**config.mk**
```make
export PLATFORM = sky130hd
export DESIGN_NAME = round_timer_ctrl
export DESIGN_NICKNAME = d
export VERILOG_FILES = /design/src/rtl/hangman_pkg.sv /design/src/rtl/tick_prescaler.sv /design/src/rtl/round_timer_ctrl.sv
export SDC_FILE = /design/constraint.sdc
export NUM_CORES = 1
export LEC_CHECK = 0
export ABC_AREA = 0
export CORE_ASPECT_RATIO = 1.25
export CORE_MARGIN = 8
export CORE_UTILIZATION = 55
export DETAILED_ROUTE_END_ITERATION = 10
export MAX_ROUTING_LAYER = met4
export PLACE_DENSITY_LB_ADDON = 0.05
export SYNTH_ARGS = -nofsm -noshare
export SYNTH_HDL_FRONTEND = slang
export SYNTH_SLANG_ARGS = --single-unit
```
**constraint.sdc**
```tcl
create_clock -name CLOCK_50 -period 2.65 [get_ports CLOCK_50]
set_input_delay 0.6625 -clock CLOCK_50 [delete_from_list [all_inputs] [get_ports CLOCK_50]]
set_output_delay 0.6625 -clock CLOCK_50 [all_outputs]
set_load 0.02 [all_outputs]
```
**src/rtl/hangman_pkg.sv**
```systemverilog
// Shared types and default constants for the Hangman round timer.
package hangman_pkg;

  // Round timer FSM states.
  typedef enum logic [2:0] {
    ST_IDLE,
    ST_LOAD,
    ST_RUN,
    ST_PAUSED,
    ST_EXPIRED
  } timer_state_e;

  // Board clock cycles per second, the shortened second used in
  // simulation, and the per-guess time budget in seconds.
  localparam int unsigned ONE_SEC_CYCLES   = 50000000;
  localparam int unsigned SIM_SEC_CYCLES   = 5;
  localparam int unsigned ROUND_TIME_LIMIT = 32;

  // Width of a counter that runs 0 .. period-1; never narrower than 1 bit.
  function automatic int unsigned presc_width(input int unsigned period);
    return (period > 1) ? $clog2(period) : 1;
  endfunction

endpackage

```
**src/rtl/tick_prescaler.sv**
```systemverilog
// One-second prescaler: counts enabled cycles and flags the wrap cycle.
module tick_prescaler
  import hangman_pkg::*;
#(
  parameter int unsigned TICK_PERIOD = ONE_SEC_CYCLES
) (
  input  logic CLOCK_50,
  input  logic resetn,
  input  logic clear,
  input  logic run,
  output logic tick
);

  localparam int unsigned     PW   = presc_width(TICK_PERIOD);
  localparam logic [PW-1:0]   LAST = PW'(TICK_PERIOD - 1);

  logic [PW-1:0] count_q, count_d;

  // The wrap cycle: counting is enabled and the count sits at its last value.
  assign tick = run && !clear && (count_q == LAST);

  // Next count: clear wins, otherwise count while enabled and wrap at LAST.
  always_comb begin
    // NOTE: every variable gets a default first so no path leaves it unassigned (no latch).
    count_d = count_q;
    if (clear) begin
      count_d = '0;
    end else if (run) begin
      count_d = tick ? '0 : count_q + PW'(1);
    end
  end

  // Count register.
  always_ff @(posedge CLOCK_50 or negedge resetn) begin
    // NOTE: state uses non-blocking assignments so every flop samples pre-edge values.
    if (!resetn) begin
      count_q <= '0;
    end else begin
      count_q <= count_d;
    end
  end

endmodule

```
**src/rtl/round_timer_ctrl.sv**
```systemverilog
// Hangman per-guess countdown: round FSM, seconds counter and event pulses.
module round_timer_ctrl
  import hangman_pkg::*;
#(
  parameter int unsigned TICK_PERIOD = ONE_SEC_CYCLES,
  parameter int unsigned TIME_LIMIT  = ROUND_TIME_LIMIT,
  parameter int unsigned SEC_W       = 6
) (
  input  logic             CLOCK_50,
  input  logic             resetn,
  input  logic             start_round,
  input  logic             pause,
  input  logic             guess_valid,
  input  logic             abort,
  output logic [SEC_W-1:0] seconds_left,
  output logic             round_active,
  output logic             second_tick,
  output logic             guess_ack,
  output logic             timeout
);

  localparam logic [SEC_W-1:0] LIMIT   = SEC_W'(TIME_LIMIT);
  localparam logic [SEC_W-1:0] SEC_ONE = SEC_W'(1);

  timer_state_e     state_q, state_d;
  logic [SEC_W-1:0] secs_q, secs_d;
  logic             active_q, active_d;
  logic             tick_q, tick_d;
  logic             ack_q, ack_d;
  logic             timeout_q, timeout_d;

  logic presc_clear;
  logic presc_run;
  logic presc_tick;

  // The prescaler only advances in RUN when no higher-priority input is
  // present; a pause freezes it at its current value.
  assign presc_run = (state_q == ST_RUN) && !abort && !start_round
                     && !guess_valid && !pause;

  // Any abort, restart, load or accepted guess starts a fresh second.
  assign presc_clear = abort || start_round || (state_q == ST_LOAD)
                       || (guess_valid && (state_q == ST_RUN));

  tick_prescaler #(
    .TICK_PERIOD(TICK_PERIOD)
  ) u_prescaler (
    .CLOCK_50(CLOCK_50),
    .resetn  (resetn),
    .clear   (presc_clear),
    .run     (presc_run),
    .tick    (presc_tick)
  );

  // Next state, seconds value and pulses; priority abort > start > guess > pause > tick.
  always_comb begin
    state_d   = state_q;
    secs_d    = secs_q;
    tick_d    = 1'b0;
    ack_d     = 1'b0;
    timeout_d = 1'b0;

    if (abort) begin
      state_d = ST_IDLE;
      secs_d  = LIMIT;
    end else begin
      unique case (state_q)
        ST_IDLE: begin
          if (start_round) state_d = ST_LOAD;
        end
        ST_LOAD: begin
          state_d = ST_RUN;
          secs_d  = LIMIT;
        end
        ST_RUN: begin
          if (start_round) begin
            state_d = ST_LOAD;
          end else if (guess_valid) begin
            // A guess beats a coincident tick, even the expiring one.
            ack_d  = 1'b1;
            secs_d = LIMIT;
          end else if (pause) begin
            state_d = ST_PAUSED;
          end else if (presc_tick) begin
            if (secs_q == SEC_ONE) begin
              // The last second reports timeout instead of second_tick so
              // the two pulses never coincide.
              secs_d    = '0;
              state_d   = ST_EXPIRED;
              timeout_d = 1'b1;
            end else begin
              secs_d = secs_q - SEC_ONE;
              tick_d = 1'b1;
            end
          end
        end
        ST_PAUSED: begin
          // Guesses are ignored while paused.
          if (start_round) begin
            state_d = ST_LOAD;
          end else if (!pause) begin
            state_d = ST_RUN;
          end
        end
        ST_EXPIRED: begin
          if (start_round) state_d = ST_LOAD;
        end
        default: begin
          state_d = ST_IDLE;
          secs_d  = LIMIT;
        end
      endcase
    end

    active_d = (state_d == ST_RUN) || (state_d == ST_PAUSED);
  end

  // State and registered outputs.
  always_ff @(posedge CLOCK_50 or negedge resetn) begin
    if (!resetn) begin
      state_q   <= ST_IDLE;
      secs_q    <= LIMIT;
      active_q  <= 1'b0;
      tick_q    <= 1'b0;
      ack_q     <= 1'b0;
      timeout_q <= 1'b0;
    end else begin
      state_q   <= state_d;
      secs_q    <= secs_d;
      active_q  <= active_d;
      tick_q    <= tick_d;
      ack_q     <= ack_d;
      timeout_q <= timeout_d;
    end
  end

  assign seconds_left = secs_q;
  assign round_active = active_q;
  assign second_tick  = tick_q;
  assign guess_ack    = ack_q;
  assign timeout      = timeout_q;

endmodule
```
==> impl_metrics.json <==
{
  "status": "finished clean",
  "endpoint": "u_prescaler.count_q[6]",
  "cts_root_buf": "clkbuf_8",
  "worst_slack_ns": 0.3106,
  "io_pins": 16,
  "tightest_slew_ns": 1.005,
  "post-route-min-period_ns": 2.339,
  "power_density_mw_per_mm2": 484.2,
  "grt_pass1_vias": 1944,
  "die_area_mm2": 0.006414,
  "overflow": 0,
  "synth.cell_area_mm2": 0.002253,
  "setup_viol": 0,
  "syn2layout_area_growth_pct": 14.71,
  "antenna_left": 0,
  "n_fill_cell": 360,
  "dp_hpwl_um": 3436,
  "cts_tree": "built",
  "timing.rr.start": "u_prescaler.count_q[4]",
  "post-route-cell-area_mm2": 0.002585,
  "top_layer_used": "met4",
  "synth.top_cell.area_share_pct": 42.20,
  "grt_max_degree": 47,
  "seqCellArea_um2": 977.2,
  "drtIter0Drc": 90,
  "wl_met2_um": 2523,
  "clock_path_buffers": 2,
  "worst_skew_pair.late_latency_ns": 0.30,
  "cts_num_sinks": 39,
  "portBuffers": 15,
  "rsz0062_at_grt": "false",
  "synth_edf_count": 0,
  "wire_per_inst_um": 15.67,
  "drt_first_pass_iters": 4,
  "yosysSeqAreaShare_pct": 43.36,
  "synth-main-ff-cell": "dfrtp_1",
  "crit_start": "pause",
  "synthCells": 254,
  "diodes": 0,
  "finalHoldViolCount": 0,
  "pre_cts_ws_ns": -0.01911,
  "dieHeight_um": 87.57,
  "path_class": "in -> reg",
  "viasPerCell": 6.218,
  "synth.area.top_cells": "dfrtp_1 (42%), a31oi_1 (6.9%), nand2_1 (4.8%)",
  "startpoint_type": "input pin",
  "power.total_mw": 1.252,
  "core_mm2": 0.004001,
  "cts_resized": 0,
  "slew_violations": 0,
  "max_freq_mhz": 427.5,
  "start_util_pct": 56.32,
  "die_x_um": 73.25,
  "grt_usage_pct": 17.91,
  "grt_pass1_wl_um": 8901,
  "cts_buffers": 5,
  "postLayoutCoreUtil_pct": 64.60,
  "path_clk_slew_ns": 0.08,
  "hold_ws_ns": 0.4789,
  "met1_length_um": 2285,
  "remaining_drc_errors": 0,
  "synth_area_leader_cell": "dfrtp_1",
  "dr_total_vias": 2027,
  "ys_ff_latch": 39,
  "layout-drive-gt1-share_pct": 11.48,
  "irDropWorstVdd_v": 0.0003619,
  "final.period_utilization_pct": 88.28,
  "fp-row-count": 26,
  "async_reset_ff_share_pct": 100.0,
  "grt_antenna_before_repair": 0,
  "postPlaceCellArea_mm2": 0.002467,
  "cp_max_fo": 9,
  "ys.warnings.count": 0,
  "slew_headroom_pct": 32.42,
  "synth_area_per_cell_um2": 8.872,
  "post_cts_buffers": 0,
  "required_ns": 2.87,
  "reg2reg_slack_ns": 0.37,
  "worstRegToRegCells": 5,
  "cp-end-kind": "flip-flop",
  "multi_input_area_mm2": 0.001161,
  "crit_arrival_ns": 2.56,
  "hold_path.class": "in -> async",
  "synth_cell_types": 49,
  "cap_violations": 0,
  "htreeDepth": 2,
  "layout.nets": 278,
  "gp_congestion": 0.8194,
  "synth_nets": 263,
  "wirelength_um": 5109,
  "skew_ns": 0.006664,
  "hold_buffers": 0,
  "wl_met3_um": 238,
  "p_leak_nw": 1.068,
  "worstReg2RegEnd": "u_prescaler.count_q[25]"
}
cell usage in the layout (no fill, tap or decap), drive strengths merged, types with 3 or more instances in the layout:
cell	Yosys	routed
a21oi	13	13
and3	6	6
inv	7	7
dfrtp	38	38
o31ai	3	3
nor3	4	4
and4	4	4
nor4	6	6
clkdlybuf4s50	0	14
nor2	14	14
nand3	18	18
nand4	7	7
nand2b	5	5
buf	8	11
a22o	3	3
clkbuf	9	6
a31oi	25	25
nand2	29	29
or3	4	4
o21ai	18	18
ha	3	3
or4	3	3
how the worst min path moves through the flow:
stage / start / end / slack [ns] / cells after the start
finish: resetn / u_prescaler.count_q[21] / 0.48 / 1
global route: u_prescaler.count_q[15] / u_prescaler.count_q[15] / 0.53 / 1
CTS: u_prescaler.count_q[15] / u_prescaler.count_q[15] / 0.50 / 1
detailed placement: u_prescaler.count_q[15] / u_prescaler.count_q[15] / 0.49 / 1
global placement: u_prescaler.count_q[15] / u_prescaler.count_q[15] / 0.49 / 1
floorplan: resetn / guess_ack / 0.37 / 0
per-stage QoR:
stage	std cells	TNS (ns)
after global placement	318	0
after global routing	326	0
final	326	0
after detailed placement	318	-0.01911
after CTS	326	0
after floorplan	254	0
state kept, by name, indices dropped and copies added (netlist names):
register             cells
round_active             1
u_prescaler.count_q     26
second_tick              1
state_q                  3
timeout                  1
seconds_left             6
guess_ack                1
power breakdown:
part	internal [mW]	switching [mW]	total [mW]
Clock	0.305	0.221	0.526
Combinational	0.0422	0.0641	0.106
Sequential	0.605	0.0137	0.619
synthesized netlist by cell type (6+ instances only):
cell type	number
nand2_1	29
o21ai_0	18
a21oi_1	12
and3_1	6
nand4_1	7
inv_1	7
nand3_1	16
a31oi_1	25
nor2_1	14
dfrtp_1	38
clkbuf_1	9
final cells by class:
| type | instances | area share [%] |
|---|---|---|
| clock buffers | 6 | 3.195 |
| clock inverters | 2 | 1.355 |
| inverters | 7 | 1.016 |
| multi-input cells | 191 | 44.92 |
| flip-flops and latches | 39 | 37.80 |
| well taps | 56 | 2.711 |
| repair buffers | 25 | 9.003 |
layer usage:
| metal | up-vias | global-route usage, % |
|---|---|---|
| met5 | - | - |
| met2 | 45 | 29.26 |
| met4 | 0 | 7.664 |
| met1 | 990 | 21.03 |
| li1 | 984 | - |
| met3 | 8 | 3.207 |
critical path, stage by stage:
cell             delay, ns
clkdlybuf4s50_1       0.50
nor2_1                0.06
and3_1                0.20
nor4_2                0.83
o21ai_0               0.19
o21ai_0               0.11
cell families after synthesis:
family	Yosys count	share of synthesized area (%)
buf+inv	24	5.108
flops	39	43.36
compound gates	78	21.99
simple gates	107	26.49
fa+ha+maj	3	1.666
mux	3	1.388
No activity file was read; power rests on OpenSTA's default activity.
